### src/rtl/dcache_responder_if.sv
// Purpose: bundles the MEM-stage request/response and backing-RAM port of dcache_responder.
// Latency: none, wiring only.
// Backpressure: the cache holds the pipeline through stall; the RAM completes through mem_ack.
// Ports: cpu_addr/cpu_wdata/cpu_we/cpu_re in; hit/cache_out/stall out;
//        mem_req/mem_we/mem_addr/mem_wdata out; mem_rdata/mem_ack in (cache view).
interface dcache_responder_if #(
  parameter int ADDR_W = 16,
  parameter int DATA_W = 16
);
  logic [ADDR_W-1:0] cpu_addr;
  logic [DATA_W-1:0] cpu_wdata;
  logic              cpu_we;
  logic              cpu_re;
  logic              hit;
  logic [DATA_W-1:0] cache_out;
  logic              stall;
  logic              mem_req;
  logic              mem_we;
  logic [ADDR_W-1:0] mem_addr;
  logic [DATA_W-1:0] mem_wdata;
  logic [DATA_W-1:0] mem_rdata;
  logic              mem_ack;

  // Pipeline and backing RAM side.
  modport master (
    output cpu_addr, cpu_wdata, cpu_we, cpu_re, mem_rdata, mem_ack,
    input  hit, cache_out, stall, mem_req, mem_we, mem_addr, mem_wdata
  );

  // Cache side.
  modport slave (
    input  cpu_addr, cpu_wdata, cpu_we, cpu_re, mem_rdata, mem_ack,
    output hit, cache_out, stall, mem_req, mem_we, mem_addr, mem_wdata
  );
endinterface

### src/rtl/dcache_responder.sv
// Purpose: direct-mapped, one-word-line, write-through/no-write-allocate data cache for the MEM stage.
// Latency: load hit 0 cycles; miss/store 1 issue + RAM latency + 1 DONE cycle.
// Backpressure: stall holds the MEM-stage inputs; mem_req is held until a one-cycle mem_ack.
// Ports: clock, reset (sync, active-high); bus (slave modport) carries the cpu_* request,
//        hit/cache_out/stall response and the registered mem_* RAM port.
module dcache_responder #(
  parameter int INDEX_BITS = 4,
  parameter int ADDR_W     = 16,
  parameter int DATA_W     = 16
) (
  input  logic                clock,
  input  logic                reset,
  dcache_responder_if.slave   bus
);
  localparam int LINES = 1 << INDEX_BITS;
  localparam int TAG_W = ADDR_W - INDEX_BITS;

  localparam logic [1:0] IDLE   = 2'd0;
  localparam logic [1:0] REFILL = 2'd1;
  localparam logic [1:0] WRITE  = 2'd2;
  localparam logic [1:0] DONE   = 2'd3;

  logic [1:0]        state;
  logic [LINES-1:0]  valid_q;
  logic [TAG_W-1:0]  tag_q  [LINES];
  logic [DATA_W-1:0] data_q [LINES];

  logic              mem_req_q;
  logic              mem_we_q;
  logic [ADDR_W-1:0] mem_addr_q;
  logic [DATA_W-1:0] mem_wdata_q;

  logic [INDEX_BITS-1:0] cpu_idx;
  logic [TAG_W-1:0]      cpu_tag;
  logic [INDEX_BITS-1:0] mem_idx;
  logic [TAG_W-1:0]      mem_tag;
  logic                  lookup_hit;
  logic                  mem_line_match;
  logic                  is_store;
  logic                  is_load;
  logic                  refill_fill;
  logic                  write_update;

  assign cpu_idx = bus.cpu_addr[INDEX_BITS-1:0];
  assign cpu_tag = bus.cpu_addr[ADDR_W-1:INDEX_BITS];
  assign mem_idx = mem_addr_q[INDEX_BITS-1:0];
  assign mem_tag = mem_addr_q[ADDR_W-1:INDEX_BITS];

  // A store takes priority when both strobes are raised together.
  assign is_store = bus.cpu_we;
  assign is_load  = bus.cpu_re & ~bus.cpu_we;

  assign lookup_hit     = valid_q[cpu_idx] && (tag_q[cpu_idx] == cpu_tag);
  assign mem_line_match = valid_q[mem_idx] && (tag_q[mem_idx] == mem_tag);

  // Array updates are keyed off the registered RAM address; a reset in the
  // same cycle as the ack abandons the operation without touching the line.
  assign refill_fill  = !reset && (state == REFILL) && bus.mem_ack;
  assign write_update = !reset && (state == WRITE) && bus.mem_ack && mem_line_match;

  assign bus.mem_req   = mem_req_q;
  assign bus.mem_we    = mem_we_q;
  assign bus.mem_addr  = mem_addr_q;
  assign bus.mem_wdata = mem_wdata_q;
  assign bus.cache_out = data_q[cpu_idx];

  always_comb begin
    bus.hit   = 1'b0;
    bus.stall = 1'b0;
    if (!reset) begin
      case (state)
        IDLE: begin
          if (is_store) begin
            bus.stall = 1'b1;
          end else if (is_load) begin
            bus.hit   = lookup_hit;
            bus.stall = ~lookup_hit;
          end
        end
        REFILL, WRITE: bus.stall = 1'b1;
        // Inputs are still held, so the freshly filled line is what cpu_idx selects.
        DONE:    bus.hit = is_load;
        default: bus.stall = 1'b0;
      endcase
    end
  end

  always_ff @(posedge clock) begin
    if (reset) begin
      state       <= IDLE;
      mem_req_q   <= 1'b0;
      mem_we_q    <= 1'b0;
      mem_addr_q  <= '0;
      mem_wdata_q <= '0;
    end else begin
      case (state)
        IDLE: begin
          if (is_store) begin
            mem_req_q   <= 1'b1;
            mem_we_q    <= 1'b1;
            mem_addr_q  <= bus.cpu_addr;
            mem_wdata_q <= bus.cpu_wdata;
            state       <= WRITE;
          end else if (is_load && !lookup_hit) begin
            mem_req_q  <= 1'b1;
            mem_we_q   <= 1'b0;
            mem_addr_q <= bus.cpu_addr;
            state      <= REFILL;
          end
        end
        REFILL: begin
          if (bus.mem_ack) begin
            mem_req_q <= 1'b0;
            state     <= DONE;
          end
        end
        WRITE: begin
          if (bus.mem_ack) begin
            mem_req_q <= 1'b0;
            mem_we_q  <= 1'b0;
            state     <= DONE;
          end
        end
        default: state <= IDLE;
      endcase
    end
  end

  // Only the valid bits are reset; tag/data contents are don't-care until filled.
  always_ff @(posedge clock) begin
    if (reset) begin
      valid_q <= '0;
    end else if (refill_fill) begin
      valid_q[mem_idx] <= 1'b1;
    end
  end

  always_ff @(posedge clock) begin
    if (refill_fill) begin
      tag_q[mem_idx]  <= mem_tag;
      data_q[mem_idx] <= bus.mem_rdata;
    end else if (write_update) begin
      data_q[mem_idx] <= mem_wdata_q;
    end
  end
endmodule

### src/flat_wrapper.sv
// flat-port wrapper written by rule: the top's interface ports become plain ports
module dcache_responder_flat 
#(
  parameter int INDEX_BITS = 4,
  parameter int ADDR_W     = 16,
  parameter int DATA_W     = 16
)
  (clock, reset, bus_cpu_addr, bus_cpu_wdata, bus_cpu_we, bus_cpu_re, bus_mem_rdata, bus_mem_ack, bus_hit, bus_cache_out, bus_stall, bus_mem_req, bus_mem_we, bus_mem_addr, bus_mem_wdata);
  dcache_responder_if #(.ADDR_W(ADDR_W), .DATA_W(DATA_W)) bus_i ();
  input  logic clock;
  input  logic reset;
  input wire logic [$bits(bus_i.cpu_addr)-1:0] bus_cpu_addr;
  input wire logic [$bits(bus_i.cpu_wdata)-1:0] bus_cpu_wdata;
  input wire logic [$bits(bus_i.cpu_we)-1:0] bus_cpu_we;
  input wire logic [$bits(bus_i.cpu_re)-1:0] bus_cpu_re;
  input wire logic [$bits(bus_i.mem_rdata)-1:0] bus_mem_rdata;
  input wire logic [$bits(bus_i.mem_ack)-1:0] bus_mem_ack;
  output wire logic [$bits(bus_i.hit)-1:0] bus_hit;
  output wire logic [$bits(bus_i.cache_out)-1:0] bus_cache_out;
  output wire logic [$bits(bus_i.stall)-1:0] bus_stall;
  output wire logic [$bits(bus_i.mem_req)-1:0] bus_mem_req;
  output wire logic [$bits(bus_i.mem_we)-1:0] bus_mem_we;
  output wire logic [$bits(bus_i.mem_addr)-1:0] bus_mem_addr;
  output wire logic [$bits(bus_i.mem_wdata)-1:0] bus_mem_wdata;
  assign bus_i.cpu_addr = bus_cpu_addr;
  assign bus_i.cpu_wdata = bus_cpu_wdata;
  assign bus_i.cpu_we = bus_cpu_we;
  assign bus_i.cpu_re = bus_cpu_re;
  assign bus_i.mem_rdata = bus_mem_rdata;
  assign bus_i.mem_ack = bus_mem_ack;
  assign bus_hit = bus_i.hit;
  assign bus_cache_out = bus_i.cache_out;
  assign bus_stall = bus_i.stall;
  assign bus_mem_req = bus_i.mem_req;
  assign bus_mem_we = bus_i.mem_we;
  assign bus_mem_addr = bus_i.mem_addr;
  assign bus_mem_wdata = bus_i.mem_wdata;
  dcache_responder #(.INDEX_BITS(INDEX_BITS), .ADDR_W(ADDR_W), .DATA_W(DATA_W)) u_core (.clock(clock), .reset(reset), .bus(bus_i));
endmodule
### config.mk
export PLATFORM = sky130hd
export DESIGN_NAME = dcache_responder_flat
export DESIGN_NICKNAME = d
export VERILOG_FILES = /design/src/rtl/dcache_responder_if.sv /design/src/rtl/dcache_responder.sv /design/src/flat_wrapper.sv
export SDC_FILE = /design/constraint.sdc
export NUM_CORES = 1
export LEC_CHECK = 0
export ABC_CLOCK_PERIOD_IN_PS = 8150
export CAP_MARGIN = 15
export CELL_PAD_IN_SITES_DETAIL_PLACEMENT = 1
export CELL_PAD_IN_SITES_GLOBAL_PLACEMENT = 1
export CORE_MARGIN = 2
export CORE_UTILIZATION = 55
export CTS_CLUSTER_DIAMETER = 150
export DETAILED_ROUTE_END_ITERATION = 7
export GPL_ROUTABILITY_DRIVEN = 1
export PLACE_DENSITY_LB_ADDON = 0.1
export SETUP_SLACK_MARGIN = 0.15
export SLEW_MARGIN = 20
export SYNTH_ARGS = -nofsm -noshare
export SYNTH_HDL_FRONTEND = slang
export SYNTH_SLANG_ARGS = --single-unit
### constraint.sdc
create_clock -name clock -period 8.15 [get_ports clock]
set_input_delay 1.2225 -clock clock [delete_from_list [all_inputs] [get_ports clock]]
set_output_delay 1.2225 -clock clock [all_outputs]
set_load 0.005 [all_outputs]
Word level (Yosys, flattened, before mapping):

Memory sizes are Yosys's and may differ from the RTL's. A register that Yosys moved wholly into a read port is not among the register bits.
Index checks and enable logic that the tools add are counted.

* order comparisons: 3
* eq/ne operators: 8
* mux-type cells: 35
* bitwise operators: 5
* reduce and logical (&&, ||, !) cells: 21

Operator list (count)
* $mux W16: 3
* $eq A12 B12 Y1: 2
* $mux W1: 19
* $or A16 B16 Y16: 1
* $lt A4 B5 Y1 const B: 2
* $logic_and A1 B1 Y1: 9
* $bmux W1 S4: 2
* $mux W4: 2
* $pmux W1 S2: 4
* $mux W2: 3
* $reduce_and A2 Y1: 3
* $reduce_and A3 Y1: 2
* $reduce_bool A2 Y1: 3
* $demux W1 S4: 1
* $eq A2 B2 Y1 const B: 2
* $ge A4 B1 Y1 const B: 1
* $pmux W2 S2: 1
* $ne A3 B2 Y1 const B: 1
* $eq A2 B1 Y1 const B: 1
* $logic_not A1 Y1: 2
* $logic_not A2 Y1: 1
* $ne A2 B1 Y1 const B: 1
* $ne A2 B2 Y1 const B: 1
* $not A1 Y1: 2
* other kinds (3): 3

* flip-flop bits (word level): 52
* RAM bits: 448
* logic and storage cells: 80
* memories kept: 2

Memory list
* u_core.data_q: depth 16, bits a word 16, read ports 1, clocked after memory_dff 0, wr ports 1, line dcache_responder.sv:26 `logic [DATA_W-1:0] data_q [LINES];`
* u_core.tag_q: depth 16, bits a word 12, read ports 2, clocked after memory_dff 1, wr ports 1, line dcache_responder.sv:25 `logic [TAG_W-1:0] tag_q [LINES];`

Longest topological paths before layout:

* word-level depth: 9
* depth in mapped cells: 14
* mapped depth without buffers: 8

Worst setup path after synthesis:

OpenSTA, ideal clock, no wires.

* path type: input to output
* start: in bus_cpu_addr[0]
* end: out bus_cache_out[0]
* arrival: 3.763 ns
* data required time: 6.928 ns
* slack: 3.164 ns
* stages: 8
* path through: buf_4 -> buf_4 -> buf_6 -> buf_4 -> buf_2 -> buf_1 -> mux4_2 -> mux4_2

* word-level cells in the longest chain between the ends: 1

Ends and longest elaborated chain
* from (decl): line flat_wrapper.sv:12 `input wire logic [$bits(bus_i.cpu_addr)-1:0] bus_cpu_addr;`
* $mem_v2 Z16 W16
* to (decl): line flat_wrapper.sv:19 `output wire logic [$bits(bus_i.cache_out)-1:0] bus_cache_out;`

No other way between the ends.

Worst setup path after layout:

* start: in bus_cpu_addr[1]
* end: out bus_stall

* word-level cells in the longest chain between the ends: 8

Ends and longest elaborated chain
* $mem_v2 Z16 W12 / $bmux W1 S4 (equally long branches)
* $eq A12 B12 Y1 / $mux W1 (equally long branches): line dcache_responder.sv:53 `assign lookup_hit = valid_q[cpu_idx] && (tag_q[cpu_idx] == cpu_tag);`
* $logic_and A1 B1 Y1 (*): line dcache_responder.sv:53
* $not A1 Y1 (*): line dcache_responder.sv:77 `bus.stall = ~lookup_hit;`
* $mux W1 (*): line dcache_responder.sv:75 `end else if (is_load) begin`
* $mux W1 (*): line dcache_responder.sv:73 `if (is_store) begin`
* $pmux W1 S2 (*): line dcache_responder.sv:71 `case (state)`
* $mux W1 (*): line dcache_responder.sv:70 `if (!reset) begin`
* to (decl): line flat_wrapper.sv:20 `output wire logic [$bits(bus_i.stall)-1:0] bus_stall;`

Every way passes the cells marked *; elsewhere a longest branch is shown, timed or not. The select of a mux whose other input is x is not followed.

==> flow_summary.toml <==
[sta]
worstMarginPinSlew_ns = 1.09
hold_viol = 0
finalCriticalPeriod_ns = 6.49
max_slew_margin_pct = 27.3
rsz0062_at_grt = "false"
finalSetupViolCount = 0
fmax_ghz = 0.154
fin_crit_sh_pct = 79.6
drv_slew = 0
finalClockSkew_ns = 0.0161
timing.setup.tns_ns = 0

[floorplanning]
die-area_um2 = 41300
ios = 105
rows = 72
initial_core_util_pct = 56.0
core-area_um2 = 38900
die-height_um = 203
dieWidth_um = 203

[logic_synthesis]
async_reset_ff_share_pct = 0
synth_ff_type = "edfxtp_1"
synth_fp_nets = 1233
synth_area_per_cell_um2 = 18.6
synth.distinct_cells = 54
netlist_instances = 1175
ys_seq_elements = 504
seq_area_frac_synth_pct = 66.8
netlist_area_um2 = 21800
yosys_warnings = 0
synth_edf_count = 448

[hold_path]
hold_depth = 2
worst_hold_path_type = "reg -> reg"
whs_endpoint = "u_core.bus.mem_wdata[2]$_SDFFE_PP0P_"
min_from = "u_core.bus.mem_wdata[2]$_SDFFE_PP0P_"

[global_routing]
overflow = 0
grt_pass1_wl_mm = 84.6
grt_pass1_vias = 13033
antenna_found_initial = 0
grt_max_degree = 72
gr-usage-all-layers_pct = 28.6

[clocking]
clock_path_buffers = 3
cts.htree.levels = 2
insertion_delay_ns = 0.60
cts_buffers = 51
path_clk_slew_ns = 0.06
cts_sinks = 504
post_cts_buffers = 0
cts_resized = 0
tritoncts = "built"
root_buffer = "clkbuf_16"
ctsHoldBuffers = 0

[run]
drv_cap = 0

[placed_design]
place_inst = 1771
dpl.hpwl_mm = 34.8
gp_congestion = 0.848
io_buffers = 104

[setup_path]
slowest_delay_ns = 0.61
r2r-end = "u_core.data_q[7][5]$_DFFE_PP_"
r2r_slack_ns = 3.02
crit_required_ns = 6.93
critical_path_class = "in -> out"
worstPathArrival_ns = 5.27
cpMaxStageDelayCell = "nor2b_1"
r2r_cells = 9
crit_path_max_fanout = 43
endpoint_kind = "output pin"
crit_chain = "buf_4, nor2b_1, a22oi_1, and4b_1, or2_2, nor4_1, nand4_1, a31o_2, o21a_1, clkdlybuf4s50_1"
start_kind = "input pin"

[detailed_routing]
dr.pass1.iters = 5
num_vias = 12101
drc = 0
antenna_left = 0
drt_iter0_markers = 1233
vias_per_cell = 6.48
wl_mm = 57.0
post_drt_wl_per_cell_um = 30.5

[finish]
layout_commonest_cell = "edfxtp_1"
stdcell_count = 1866
mostFrequentLayoutCells = "edfxtp_1, mux4_2, clkdlybuf4s50_1"
syn_to_final_growth_pct = 15.5
fin_nets = 1364
diodes = 0
drive_above_1_share_pct = 26.5

[power]
leakagePower_nw = 8.16
p_per_area_nw_per_um2 = 248
peakVddDrop_uv = 178

[outcome]
status = "finished, final reports clean"
-- layout make-up --
cell class	count	area, um^2
flip-flops and latches	504	14600
inverters	4	15.0
clock inverters	31	270
repair buffers	153	1390
well taps	518	648
fillers	3344	13700
multi-input cells	592	6920
clock buffers	64	1370
-- through the flow --
stage / total power [mW] / setup slack, ns / cell area (um^2) / hold slack [ns] / util, %
floorplan: 3.66 / 3.16 / 21800 / 0.452 / -
detailed placement: 4.00 / 1.80 / 23600 / 0.467 / 60.5
global route: 6.46 / 1.47 / 25200 / 0.494 / 64.7
finish: 6.26 / 1.66 / 25200 / 0.474 / 64.7
global placement: 3.98 / 1.80 / 23600 / 0.453 / 60.5
CTS: 6.29 / 1.78 / 25200 / 0.475 / 64.7
-- cells by family after synthesis --
kind of cell	share of synthesized area (%)
XOR/XNOR	0.964
multiplexers	22.5
buffers and inverters	1.81
AND/OR/NAND/NOR	5.11
adder cells (fa/ha/maj)	0.287
flip-flops	66.8
AO/OA/AOI/OAI	2.50
-- worst max path at each step --
stage                               start                to  slack (ns)  cells after the start
after floorplan           bus_cpu_addr[0]  bus_cache_out[0]        3.16                      8
after CTS                 bus_cpu_addr[0]         bus_stall        1.78                     10
after detailed placement  bus_cpu_addr[0]         bus_stall        1.80                     10
final                     bus_cpu_addr[1]         bus_stall        1.66                     10
after global placement    bus_cpu_addr[0]         bus_stall        1.80                     10
after global routing      bus_cpu_addr[1]         bus_stall        1.47                     10
-- Yosys cell counts (3+ instances only) --
library cell | instances | area (um^2)
buf_2 | 16 | 80.1
or2_2 | 7 | 43.8
and2_1 | 4 | 25.0
nand2_1 | 46 | 173
and3_1 | 3 | 18.8
mux2i_1 | 73 | 731
and4b_1 | 4 | 40.0
buf_1 | 12 | 45.0
nor4bb_1 | 3 | 30.0
xor2_1 | 9 | 78.8
inv_1 | 4 | 15.0
mux2_2 | 23 | 259
a21oi_1 | 28 | 140
a211oi_1 | 7 | 52.6
a22o_1 | 4 | 35.0
nor2b_1 | 12 | 75.1
nand2b_1 | 39 | 244
nand4_1 | 7 | 43.8
ha_1 | 5 | 62.6
dfxtp_1 | 56 | 1120
o21ba_2 | 6 | 60.1
edfxtp_1 | 448 | 13500
clkbuf_1 | 29 | 109
a22oi_1 | 11 | 82.6
nor3b_1 | 3 | 22.5
nor4_1 | 3 | 18.8
mux4_2 | 174 | 3920
buf_4 | 15 | 113
nor3_1 | 19 | 95.1
o21ai_0 | 4 | 20.0
buf_6 | 3 | 33.8
nor2_1 | 50 | 188
xnor2_1 | 15 | 131
nand3_1 | 8 | 40.0
-- power breakdown --
part	switching [mW]	total [mW]	internal, mW
registers	0.126	3.05	2.93
logic	0.464	0.900	0.437
clock network	0.987	2.30	1.32
total	1.58	6.26	4.68
-- flip-flops by register name, summed over array words and instances, names as in the netlist, named ones only --
register / count
u_core.data_q: 256
u_core.state: 2
u_core.bus.mem_addr: 16
u_core.bus.mem_wdata: 16
u_core.bus.mem_we: 1
u_core.bus.mem_req: 1
u_core.valid_q: 16
u_core.tag_q: 192
-- layer usage --
metal / wire [um] / GRT usage, % / vias up / part of all wire [%]
met5: 0 / 0 / - / 0
met4: 1620 / 9.57 / 0 / 2.8
met3: 4810 / 6.68 / 107 / 8.4
met2: 26700 / 43.9 / 551 / 47
met1: 23900 / 40.9 / 6387 / 42
li1: - / - / 5056 / -
-- critical path, delay by kind of cell --
| kind | cells | cell delay (ns) |
|---|---|---|
| and+or+nand+nor | 5 | 2.17 |
| buffers and inverters | 2 | 1.00 |
| AOI/OAI and AO/OA | 3 | 0.82 |
Power figures use the tool's default switching activity.
